<file path="config.mk">
export PLATFORM = sky130hd
export DESIGN_NAME = dut_stim_sequencer
export DESIGN_NICKNAME = d
export VERILOG_FILES = /design/src/rtl/dut_stim_pkg.sv /design/src/rtl/stim_lfsr64.sv /design/src/rtl/dut_stim_sequencer.sv
export SDC_FILE = /design/constraint.sdc
export NUM_CORES = 1
export LEC_CHECK = 0
export CAP_MARGIN = 20
export CORE_ASPECT_RATIO = 0.9
export CORE_MARGIN = 3
export CORE_UTILIZATION = 40
export DETAILED_ROUTE_END_ITERATION = 8
export PLACE_DENSITY_LB_ADDON = 0.12
export SLEW_MARGIN = 40
export SYNTH_ARGS = -nofsm -noshare
export SYNTH_HDL_FRONTEND = slang
export SYNTH_SLANG_ARGS = --single-unit
</file>
<file path="constraint.sdc">
create_clock -name clk -period 2.6 [get_ports clk]
set_clock_uncertainty 0.1 [all_clocks]
set_input_delay 0.65 -clock clk [delete_from_list [all_inputs] [get_ports clk]]
set_output_delay 0.65 -clock clk [all_outputs]
set_load 0.02 [all_outputs]
</file>
<file path="src/rtl/dut_stim_pkg.sv">
// rtl/dut_stim_pkg.sv - shared types, LFSR taps and output-fold helper for the stimulus sequencer
package dut_stim_pkg;

  typedef enum logic [2:0] {
    IDLE   = 3'd0,
    WARMUP = 3'd1,
    RUN    = 3'd2,
    FLUSH  = 3'd3,
    DONE   = 3'd4
  } state_t;

  localparam int SIG_W = 64;

  // Fibonacci feedback taps (bit indices of the 64-bit register)
  localparam int TAP_A = 63;
  localparam int TAP_B = 62;
  localparam int TAP_C = 60;
  localparam int TAP_D = 59;

  // Widest DUT output bus the fold helper accepts; callers zero-extend into it
  localparam int FOLD_MAX_W  = 1024;
  localparam int FOLD_SLICES = FOLD_MAX_W / SIG_W;

  // XOR of the 64-bit slices of a y_w-bit bus (zero-extended to whole slices)
  function automatic logic [SIG_W-1:0] fold(input logic [FOLD_MAX_W-1:0] y, input int y_w);
    logic [SIG_W-1:0] acc;
    acc = '0;
    for (int i = 0; i < FOLD_SLICES; i++) begin
      if (i * SIG_W < y_w) acc = acc ^ y[i*SIG_W +: SIG_W];
    end
    return acc;
  endfunction

endpackage

</file>
<file path="src/rtl/stim_lfsr64.sv">
// rtl/stim_lfsr64.sv - 64-bit Fibonacci LFSR with seed load and advance enable
module stim_lfsr64
  import dut_stim_pkg::*;
#(
  parameter logic [63:0] SEED = 64'h0000_0000_0000_0001
) (
  input  logic        clk,
  input  logic        rst,
  input  logic        load,
  input  logic        advance,
  output logic [63:0] q
);

  // Reseed on reset or load; otherwise shift left with feedback into bit 0 when enabled
  always_ff @(posedge clk) begin
    if (rst || load) begin
      q <= SEED;
    end else if (advance) begin
      q <= {q[62:0], q[TAP_A] ^ q[TAP_B] ^ q[TAP_C] ^ q[TAP_D]};
    end
  end

endmodule

</file>
<file path="src/rtl/dut_stim_sequencer.sv">
// rtl/dut_stim_sequencer.sv - run controller: LFSR stimulus, output signature, start/busy/done (option: DUT_STIM_GOLDEN_CMP_EN)
module dut_stim_sequencer
  import dut_stim_pkg::*;
#(
  parameter int          IN_W  = 52,
  parameter int          Y_W   = 241,
  parameter int          CYC_W = 16,
  parameter logic [63:0] SEED  = 64'h0000_0000_0000_0001
) (
  input  logic             clk,
  input  logic             rst,
  input  logic             start,
  input  logic [CYC_W-1:0] num_cycles,
  input  logic [7:0]       warmup,
  input  logic [Y_W-1:0]   dut_y,
`ifdef DUT_STIM_GOLDEN_CMP_EN
  input  logic [63:0]      expected_sig,
  output logic             mismatch,
`endif
  output logic [IN_W-1:0]  stim,
  output logic             busy,
  output logic             done,
  output logic [63:0]      signature,
  output logic [CYC_W-1:0] cyc_count
);

  state_t           state_q, state_d;
  logic [CYC_W-1:0] num_q;
  logic [7:0]       warm_q;
  logic [7:0]       warm_cnt;
  logic [63:0]      lfsr_q;
  logic             lfsr_unused;
  logic             accept;
  logic [FOLD_MAX_W-1:0] y_ext;
  logic [SIG_W-1:0] sig_d;
`ifdef DUT_STIM_GOLDEN_CMP_EN
  logic [63:0]      exp_q;
`endif

  assign accept      = (state_q == IDLE) && start;
  assign stim        = lfsr_q[IN_W-1:0];
  assign lfsr_unused = ^lfsr_q;

  stim_lfsr64 #(.SEED(SEED)) u_lfsr (
    .clk     (clk),
    .rst     (rst),
    .load    (accept),
    .advance ((state_q == WARMUP) || (state_q == RUN)),
    .q       (lfsr_q)
  );

  // Next signature: rotate left by one and absorb the folded DUT output
  always_comb begin
    y_ext = '0;
    y_ext[Y_W-1:0] = dut_y;
    sig_d = {signature[62:0], signature[63]} ^ fold(y_ext, Y_W);
  end

  // Next-state decode; zero warmup or zero run length skips that phase
  always_comb begin
    state_d = state_q;
    case (state_q)
      IDLE: begin
        if (start) begin
          if (warmup != 8'd0)          state_d = WARMUP;
          else if (num_cycles != '0)   state_d = RUN;
          else                         state_d = FLUSH;
        end
      end
      WARMUP: begin
        if (warm_cnt == warm_q - 8'd1) state_d = (num_q != '0) ? RUN : FLUSH;
      end
      RUN: begin
        if (cyc_count == num_q - CYC_W'(1)) state_d = FLUSH;
      end
      FLUSH:   state_d = DONE;
      DONE:    state_d = IDLE;
      default: state_d = IDLE;
    endcase
  end

  // State, counters, signature and registered status outputs
  always_ff @(posedge clk) begin
    if (rst) begin
      state_q   <= IDLE;
      num_q     <= '0;
      warm_q    <= '0;
      warm_cnt  <= '0;
      cyc_count <= '0;
      signature <= '0;
      busy      <= 1'b0;
      done      <= 1'b0;
`ifdef DUT_STIM_GOLDEN_CMP_EN
      exp_q     <= '0;
      mismatch  <= 1'b0;
`endif
    end else begin
      state_q <= state_d;
      busy    <= (state_d == WARMUP) || (state_d == RUN) || (state_d == FLUSH);
      done    <= (state_d == DONE);
      if (accept) begin
        num_q     <= num_cycles;
        warm_q    <= warmup;
        warm_cnt  <= '0;
        cyc_count <= '0;
        signature <= '0;
`ifdef DUT_STIM_GOLDEN_CMP_EN
        exp_q     <= expected_sig;
        mismatch  <= 1'b0;
`endif
      end
      if (state_q == WARMUP) warm_cnt <= warm_cnt + 8'd1;
      if ((state_q == RUN) && (cyc_count != num_q)) cyc_count <= cyc_count + CYC_W'(1);
      if ((state_q == RUN) || (state_q == FLUSH)) signature <= sig_d;
`ifdef DUT_STIM_GOLDEN_CMP_EN
      if (state_q == FLUSH) mismatch <= (sig_d != exp_q);
`endif
    end
  end

endmodule

</file>
# Word-level counts from Yosys, hierarchy flattened
# Index checks and enable logic that the tools add are counted.
dict set report word_totals {
  out_inout_bits 134
  regBits 181
  elab_cells 57
}
dict set report classes {
  reduce_logical 14
  bitwise_logic 7
  mux 13
  eq_ne 10
  addsub 4
}
# operator n
set op_table {}
lappend op_table {{$xor 64x64->64} 3}
lappend op_table {{$mux 64} 2}
lappend op_table {{$xor 64x49->64} 1}
lappend op_table {{$mux 16} 2}
lappend op_table {{$reduce_bool 16->1} 2}
lappend op_table {{$add 16x1->16 const B} 1}
lappend op_table {{$eq 16x16->1} 1}
lappend op_table {{$mux 8} 2}
lappend op_table {{$ne 16x16->1} 1}
lappend op_table {{$sub 16x1->16 const B} 1}
lappend op_table {{$eq 3x2->1 const B} 4}
lappend op_table {{$pmux 3 s4} 1}
lappend op_table {{$mux 3} 3}
lappend op_table {{$add 8x1->8 const B} 1}
lappend op_table {{$eq 8x8->1} 1}
lappend op_table {{$reduce_bool 8->1} 1}
lappend op_table {{$sub 8x1->8 const B} 1}
lappend op_table {{$eq 3x1->1 const B} 2}
lappend op_table {{$reduce_bool 2->1} 3}
lappend op_table {{$logic_or 1x1->1} 5}
lappend op_table {{$eq 3x3->1 const B} 1}
lappend op_table {{$logic_not 3->1} 1}
lappend op_table {{$xor 1x1->1} 3}
lappend op_table {{$logic_and 1x1->1} 2}
lappend op_table {{other kinds (2)} 3}

# Logic depth before layout (Yosys ltp)
# Gate-level depths: netlist (run 1).
dict set report depth {
  ltp_word 8
  depth_mapped 9
  mapped_depth_nobuf 8
}

# Cells and area by module
# A second synthesis (run 1) with hierarchy kept.
dict set report hier_totals {
  cells_unflattened 1162
  area_unflattened_um2 9889.5
}
# mod area_per_inst_um2 cells_per_inst seq_area_each_um2 n_inst
set modules_own_cells {}
lappend modules_own_cells {dut_stim_sequencer 7583.5 951 2342.2 1}
lappend modules_own_cells {stim_lfsr64 2306.0 211 1281.2 1}

# Least setup slack after synthesis (run 1)
# Ideal clock, no wire load.
dict set report synth_timing {
  path_type {register -> register}
  start {register cyc_count[3]}
  end {register cyc_count[13]}
  stages_incl_launch_ff 9
  t_required_ns 2.379
  setup_slack_ns 0.293
  n_path_buf 2
  arrival_ns 2.086
  cell_sequence {dfxtp_1 buf_6 xor2_1 or4_4 a2111oi_4 a21o_1 buf_6 nor3_1 mux2_4}
}
dict set report synth_between {
  elab_chain_cells 3
  elab_cells_between_ends 5
  classes_between {add/sub (1); eq/ne (1); mux (1); reduce/logical (2)}
}
# item line_no
set synth_lines {}
lappend synth_lines {{start, declared} dut_stim_sequencer.sv:24} ;# output logic [CYC_W-1:0] cyc_count
lappend synth_lines {{start signal, assigned} dut_stim_sequencer.sv:113} ;# if ((state_q == RUN) && (cyc_count != num_q)) cyc_count <= cyc_count + CYC_W'(1);
lappend synth_lines {{branches (longest 3 deep; another with $add 16x1->16)} -}
# Several ways; the timed one is not identified.
# A chain may end at the register's enable or synchronous reset.

# Worst setup path after layout (run 1)
dict set report layout_timing {
  start {register cyc_count[4]}
  end {register cyc_count[5]}
}
# Same word-level chain as after synthesis.

==> flow_summary.ini, run 1 <==
[sta]
maxSlewHeadroom_pct = 52.18
fin_crit_sh_pct = 92.15
fin_crit_ns = 2.396
slew_violations = 0
setup_tns_ns = 0
timing.fmax_mhz = 417.4
tightest_slew_ns = 0.7174
rsz0062_at_grt = false
hold_viol_final = 0
layout_setup_ws_ns = 0.2040
setup_viol = 0

[yosys]
synth_warnings = 0
yosysTopAreaCellShare_pct = 35.53
netlist_top_cells_area = dfxtp_1, xnor2_1, nand2_1, a21oi_1, nand3_1
ys_ff_latch = 181
synthDistinctLibCells = 55
synthCells = 1281
yosysMostFrequentCell = nand2_1
synth_nets = 1553
synthTopCellsByCount = nand2_1, xnor2_1, dfxtp_1
synth_flop_cell = dfxtp_1
async_reset_ff_share_pct = 0
synth.yosys.seq_area_share_pct = 35.53
synth_edf_count = 0
yosys.area.top_type = dfxtp_1
netlist_area_mm2 = 0.01020
avgSynthCellArea_um2 = 7.961

[floorplan]
io_pins = 402
core_area_mm2 = 0.02466
die_w_um = 174.3
die_h_um = 157.5
initial_core_util_pct = 41.35
fp-row-count = 54
die_area_mm2 = 0.02745

[grt]
antenna_found_initial = 4
grt-ovfl-total = 0
grt_pass1_vias = 9278
grt_usage_pct = 23.05
grt_pass1_wl_mm = 50.19
grt_max_degree = 65

[route]
ant_nets = 0
routed_wl_mm = 33.01
drt_iter0_markers = 580
vias_per_cell = 4.936
dr.pass1.iters = 5
drc = 0
vias = 9669
routedWlPerCell_um = 16.85

[clock_tree]
cts.sinks = 181
cts_buffers = 17
htreeDepth = 4
cts_tree = yes
clkTransAtPathRegs_ns = 0.07
cts_max_path_buffers = 2
clk_latency_ns = 0.43
root_buffer = clkbuf_16

[power_and_ir_drop]
power.leakage_uw = 0.004858
p_per_area_mw_per_mm2 = 463.4
power_uw = 6915
max-vdd-ir-drop_v = 0.0004201

[final_layout]
drive_above_1_share_pct = 5.425
fin_nets = 1881
fillCellCount = 2260
final_util_pct = 60.51
area_growth_pct = 46.31

[placed_design]
place_congestion = 0.8977
io_buffers = 401
pre_cts_slack_ns = 0.2307
hpwlAfterDp_mm = 25.99

[setup_path]
rr_worst_depth = 7
cp-startpoint = cyc_count[4]$_SDFFE_PP0P_
required_ns = 2.84
crit_fanout = 16
regToRegSetupSlack_ns = 0.20
arrival_ns = 2.63
r2r-start = cyc_count[4]$_SDFFE_PP0P_
r2r_end = cyc_count[5]$_SDFFE_PP0P_
end_kind = flop
start_kind = flop
critPathKind = flop to flop

[min_path]
hp-start = u_lfsr.q[58]$_SDFFE_PP0P_
worstHoldPathCells = 2
worstHoldEndpoint = u_lfsr.q[59]$_SDFFE_PP0P_
worstHoldPathType = flop to flop

[outcome]
status = completed

[job]
drv_cap = 0
through the flow:
stage / hold WS [ns] / cell area [um2] / cells
after floorplan: 0.3321 / 10200 / 1281
after global placement: 0.3386 / 14320 / 1926
after detailed placement: 0.3479 / 14320 / 1926
after CTS: 0.3593 / 14920 / 1958
after global routing: 0.3793 / 14920 / 1959
final: 0.3548 / 14920 / 1959
sequential cells by signal (all words and copies together), names as in the netlist:
register and cells:
done 1, busy 1, signature 64, u_lfsr.q 64
warm_q 8, cyc_count 16, warm_cnt 8, state_q 3
num_q 16
cells by family after synthesis:
kind of cell | Yosys count | synth area share [%]
buffers and inverters | 136 | 7.238
flip-flops | 181 | 35.53
adder cells (fa/ha/maj) | 4 | 0.4908
multiplexers | 8 | 0.8710
AO/OA/AOI/OAI | 215 | 11.72
AND/OR/NAND/NOR | 459 | 20.28
XOR/XNOR | 278 | 23.87
what timing repair did:
item	in CTS	in global routing
setup buffers	0	0
resized for setup	0	1
endpoints found under the hold margin	0	0
hold buffers	0	0
endpoints found under the setup margin	0	1
final cells by class:
type,instances,area (um2),share of cell area (%)
Antenna cell,1,2.502,0.01677
Clock buffer,17,425.4,2.851
Clock inverter,15,177.7,1.191
Inverter,7,26.28,0.1761
Multi-Input combinational cell,964,5869,39.33
Sequential cell,181,3623,24.28
Tap cell,336,420.4,2.817
Timing Repair Buffer,438,4377,29.33
metal layers:
layer	track usage (%)	wire, um	share of wire, %	up-vias
li1	-	-	-	4850
met4	6.585	649	2.0	6
met2	41.13	16900	51	299
met3	5.861	2159	6.5	40
met5	0	34	0.10	-
met1	27.59	13260	40	4474
cell usage in the layout, fill, tap and decap left out, types with 5 or more instances in the layout:
cell type,count
nand4_1,6
o21ai_0,9
clkbuf_16,17
nor3_1,17
dfxtp_1,181
nand2_1,260
a31oi_1,9
buf_12,7
nor4_1,10
nor2_1,30
inv_8,5
nor3b_1,5
buf_4,31
nand3b_1,7
nand2b_1,5
a21oi_1,168
inv_1,7
xnor2_1,249
xor2_1,29
or3_1,7
nand3_1,90
clkdlybuf4s50_1,400
where the power goes:
| group | internal [uW] | total (uW) | leakage [uW] | switching, uW |
|---|---|---|---|---|
| Combinational | 836 | 1470 | 0.00310 | 629 |
| Sequential | 2800 | 2850 | 0.00146 | 45.2 |
| Clock | 1310 | 2600 | 0.000295 | 1290 |
worst max-delay path, stage by stage (launching register included):
cell and delay, ns:
dfxtp_1 0.52, xor2_1 0.16, or4_4 0.45, a2111oi_4 0.32
a21o_1 0.27, buf_12 0.16, nand2_1 0.06, a311oi_1 0.26
worst max path at each step:
stage	endpoint	slack, ns
floorplan	cyc_count[13]$_SDFFE_PP0P_	0.29
CTS	cyc_count[3]	0.19
global route	state_q[0]$_SDFF_PP0_	0.05
global placement	u_lfsr.q[24]$_SDFFE_PP0P_	0.29
finish	cyc_count[5]$_SDFFE_PP0P_	0.20
detailed placement	cyc_count[15]$_SDFFE_PP0P_	0.23
Power figures use the tool's default switching activity.
==> run 2, diff against run 1 <==
- CORE_UTILIZATION: 40 -> 34
==> run 2 against run 1 <==
Net effect:
- global-route usage fell by 3.3 points
- flip-flop and latch count unchanged
- hold slack got worse by 0.0085 ns
- critical path type is now flop to primary output
- critical endpoint is now cyc_count[12]
- largest power group unchanged
- highest routed layer is now met4
==> flow_summary.ini, run 2 (synthesized netlist as in run 1, its figures left out) <==
[outcome]
status = completed

[final_layout]
area_growth_pct = 46.80
design_area_mm2 = 0.01497
final_util_pct = 51.22
drive_above_1_share_pct = 5.074
top_regs = signature: 64 flops, u_lfsr.q: 64 flops
fin_nets = 1875
fillCellCount = 2827
stdcell_count = 2013
layout_commonest_cell = clkdlybuf4s50_1
layout_common_cells = clkdlybuf4s50_1, nand2_1, xnor2_1, dfxtp_1, a21oi_1

[floorplan]
die_area_mm2 = 0.03211
die_h_um = 170.3
initial_core_util_pct = 34.89
fp-row-count = 59
core_area_mm2 = 0.02923
io_pins = 402
die_w_um = 188.6

[setup_path]
crit_fanout = 11
path_cells = clkdlybuf4s50_1
critPathKind = flop to primary output
slowest_delay_ns = 0.71
cp_slowest_cell = clkdlybuf4s50_1
cp_top_family = buffers and inverters
path_buf_inv = 1
arrival_ns = 1.74
required_ns = 1.85
start_kind = flop
end_kind = primary output

[clock_tree]
cts.sinks = 181
cts_buffers = 17
cts_tree = yes
root_buffer = clkbuf_16
htreeDepth = 4
clk_latency_ns = 0.44
cts_max_path_buffers = 2
clkTransAtPathRegs_ns = 0.08
cts_setup_buffers = 0

[power_and_ir_drop]
power_uw = 6977
power.leakage_uw = 0.004829
max-vdd-ir-drop_v = 0.0004386
p_per_area_mw_per_mm2 = 466.0

[placed_design]
dpl_cell_area_mm2 = 0.01435
io_buffers = 401
dp_cells = 1980
place_congestion = 0.8366
hpwlAfterDp_mm = 26.09

[sta]
timing.fmax_mhz = 401.6
hold_viol_final = 0
setup_tns_ns = 0
rsz0062_at_grt = false
setup_viol = 0
fin_crit_sh_pct = 95.76
tightest_slew_ns = 0.8375
fin_crit_ns = 2.490
maxSlewHeadroom_pct = 44.17
slew_violations = 0

[route]
drc = 0
routed_wl_mm = 33.44
drt_iter0_markers = 533
vias_per_cell = 4.755
dr.pass1.iters = 5
vias = 9572
routedWlPerCell_um = 16.61
ant_nets = 0

[min_path]
worstHoldPathType = flop to flop

[grt]
grt-ovfl-total = 0
grt_max_degree = 73
antenna_found_initial = 1
grt_pass1_wl_mm = 50.24
grt_usage_pct = 19.79
grt_pass1_vias = 8977

[job]
drv_cap = 0
-- run 2: cell types whose count changed in the layout (fill, tap and decap cells not counted), sizes merged --
cell	previous run	this run
inv	14	13
buf	38	32
clkinvlp	0	1
-- run 2: layout make-up --
type                    count  area (um2)  share of cell area [%]
multi-input cells         964        5869                   39.20
flip-flops and latches    181        3623                   24.20
inverters                   7       26.28                  0.1755
clock buffers              17       425.4                   2.841
diodes                      1       2.502                 0.01671
clock inverters            15       197.7                   1.320
well taps                 396       495.5                   3.309
repair buffers            432        4332                   28.93
-- run 2: final timing paths --
| check | from | end | slack, ns | cells after the start |
|---|---|---|---|---|
| max reg2reg | num_q[0]$_SDFFE_PP0P_ | state_q[0]$_SDFF_PP0_ | 0.18 | 8 |
| min | u_lfsr.q[58]$_SDFFE_PP0P_ | u_lfsr.q[59]$_SDFFE_PP0P_ | 0.35 | 2 |
| min reg2reg | u_lfsr.q[58]$_SDFFE_PP0P_ | u_lfsr.q[59]$_SDFFE_PP0P_ | 0.35 | 2 |
| max | cyc_count[12]$_SDFFE_PP0P_ | cyc_count[12] | 0.11 | 1 |
-- run 2: where the power goes --
part	internal, uW	leakage (uW)	switching, uW
Sequential	2800	0.00146	45.1
Combinational	830	0.00307	632
Clock	1320	0.000297	1350
Total	4950	0.00483	2020
-- run 2: timing repair --
item                       in CTS  in global routing
setup endpoints to repair       0                  1
resized for setup               0                  1
hold buffers                    0                  0
-- run 2: worst register-to-register path, delay by kind of cell (launching register included) --
kind,cells,cell delay [ns]
buffers and inverters,1,0.05
AOI/OAI and AO/OA,2,0.46
and+or+nand+nor,4,1.16
adders and majority gates,1,0.23
DFF,1,0.32
-- run 2: layer usage --
layer,GRT usage (%),routed length (um),vias to the layer above
met5,0,0,-
met4,4.759,537,0
met3,4.387,1769,24
met2,35.46,17130,267
met1,24.26,14000,4433
li1,-,-,4848
-- run 2: metrics by stage --
stage / setup WS [ns] / hold slack, ns
final: 0.1102 / 0.3463
after detailed placement: 0.09006 / 0.3442
after CTS: 0.09120 / 0.3482
after global routing: 0.03717 / 0.3739
after floorplan: 0.2925 / 0.3321
after global placement: 0.09591 / 0.3389
==> run 3, diff against run 2 <==
- MAX_ROUTING_LAYER: default -> met4
- PLACE_DENSITY: default -> 0.65
- PLACE_DENSITY_LB_ADDON: 0.12 -> default
==> run 3 against run 2 <==
Net effect:
- power grew 0.94%
- register-to-register slack gained 0.04 ns
- clock-buffer cell count is the same
- flip-flop and latch count is the same
- wire length shrank 0.77%
- largest cell class unchanged
- largest power group unchanged
- highest routed layer unchanged
- setup slack gained 0.049 ns
- core utilization is essentially flat
- hold slack gained 0.011 ns
- critical path type unchanged
==> flow_summary.ini, run 3 (synthesized netlist as in run 1, its figures left out) <==
[clock_tree]
cts_buffers = 17
cts_max_path_buffers = 2
root_buffer = clkbuf_16
cts.sinks = 181
cts_tree = yes
htreeDepth = 4
clk_latency_ns = 0.43
clkTransAtPathRegs_ns = 0.07
cts_setup_buffers = 0

[final_layout]
top_regs = signature: 64 flops, u_lfsr.q: 64 flops
area_growth_pct = 46.82
drive_above_1_share_pct = 5.077
fillCellCount = 2806
design_area_mm2 = 0.01497
layout_common_cells = clkdlybuf4s50_1, nand2_1, xnor2_1, dfxtp_1, a21oi_1
fin_nets = 1874
layout_commonest_cell = clkdlybuf4s50_1

[route]
drc = 0
dr.pass1.iters = 5
routed_wl_mm = 33.18
drt_iter0_markers = 614
vias = 9659
ant_nets = 0
routedWlPerCell_um = 16.48
vias_per_cell = 4.798

[power_and_ir_drop]
p_seq_share_pct = 40.4
p_sw_uw = 2061
power.leakage_uw = 0.004829
max-vdd-ir-drop_v = 0.0004072
intPower_uw = 4982
p_sw_share_pct = 29.26
power_uw = 7043
p_clk_share_pct = 38.6
combPwrFrac_pct = 20.9
p_per_area_mw_per_mm2 = 470.4

[setup_path]
start_kind = flop
crit_fanout = 8
cp_slowest_cell = clkdlybuf4s50_1
required_ns = 1.85
critPathKind = flop to primary output
arrival_ns = 1.69
end_kind = primary output
path_cells = clkdlybuf4s50_1
cp_top_family = buffers and inverters
path_buf_inv = 1
slowest_delay_ns = 0.76

[grt]
use_met1_pct = 24.73
grt_most_used_layer = met2
met3_usage_pct = 3.852
antenna_found_initial = 2
grt_max_degree = 120
use_met2_pct = 34.41
grt_pass1_wl_mm = 49.99
grt_usage_pct = 20.19
grt-ovfl-total = 0
grt_pass1_vias = 9151

[sta]
maxSlewHeadroom_pct = 50.91
slew_violations = 0
hold_viol_final = 0
fin_crit_ns = 2.441
hold-worst-slack_ns = 0.3575
tightest_slew_ns = 0.7363
fin_crit_sh_pct = 93.88
setup_tns_ns = 0
setup_viol = 0
rsz0062_at_grt = false
timing.fmax_mhz = 409.7

[floorplan]
initial_core_util_pct = 34.89
die_h_um = 170.3
core_area_mm2 = 0.02923
die_area_mm2 = 0.03211
io_pins = 402
die_w_um = 188.6
fp-row-count = 59

[min_path]
worstHoldPathType = flop to flop

[outcome]
status = completed

[placed_design]
hpwlAfterDp_mm = 26.08
dpl_cell_area_mm2 = 0.01434
place_congestion = 0.8935
io_buffers = 401

[job]
drv_cap = 0
-- run 3: stage by stage --
| step | cells | worst slack (ns) | util (%) |
|---|---|---|---|
| after floorplan | 1281 | 0.2925 | - |
| after global placement | 1979 | 0.2231 | 49.05 |
| after detailed placement | 1979 | 0.2300 | 49.05 |
| after CTS | 2011 | 0.1458 | 51.18 |
| after global routing | 2013 | 0.02075 | 51.22 |
| final | 2013 | 0.1591 | 51.22 |
-- run 3: timing repair --
action | 4_1_cts | 5_1_grt
gates resized for setup | 0 | 2
hold buffers | 0 | 0
endpoints found under the setup margin | 0 | 2
-- run 3: worst paths after layout --
| kind | start | end | slack, ns | cells past startpoint |
|---|---|---|---|---|
| max | cyc_count[10]$_SDFFE_PP0P_ | cyc_count[10] | 0.16 | 1 |
| min | u_lfsr.q[58]$_SDFFE_PP0P_ | u_lfsr.q[58]$_SDFFE_PP0P_ | 0.36 | 2 |
| max reg2reg | num_q[3]$_SDFFE_PP0P_ | cyc_count[5]$_SDFFE_PP0P_ | 0.22 | 7 |
| min reg2reg | u_lfsr.q[58]$_SDFFE_PP0P_ | u_lfsr.q[58]$_SDFFE_PP0P_ | 0.36 | 2 |
-- run 3: power groups by stage --
stage	Combinational, uW	Sequential (uW)	Clock [uW]
after detailed placement	1480	2910	0
after floorplan	812	2900	0
after global placement	1470	2910	0
final	1470	2850	2720
after global routing	1600	2850	2930
after CTS	1480	2850	2800
-- run 3: per-layer routing --
layer,vias up,part of all wire (%)
met3,25,5.4
met1,4519,42
met5,-,0
met4,0,1.9
met2,275,51
li1,4840,-
-- run 3: layout make-up --
cell class / instances / area (um2) / area share, %
tap: 396 / 495.5 / 3.309
antenna: 2 / 5.005 / 0.03343
sequential: 181 / 3623 / 24.20
inverter: 7 / 26.28 / 0.1755
clock buffer: 17 / 425.4 / 2.841
multi-input combinational: 964 / 5874 / 39.23
timing repair buffer: 431 / 4324 / 28.88
clock inverter: 15 / 198.9 / 1.329
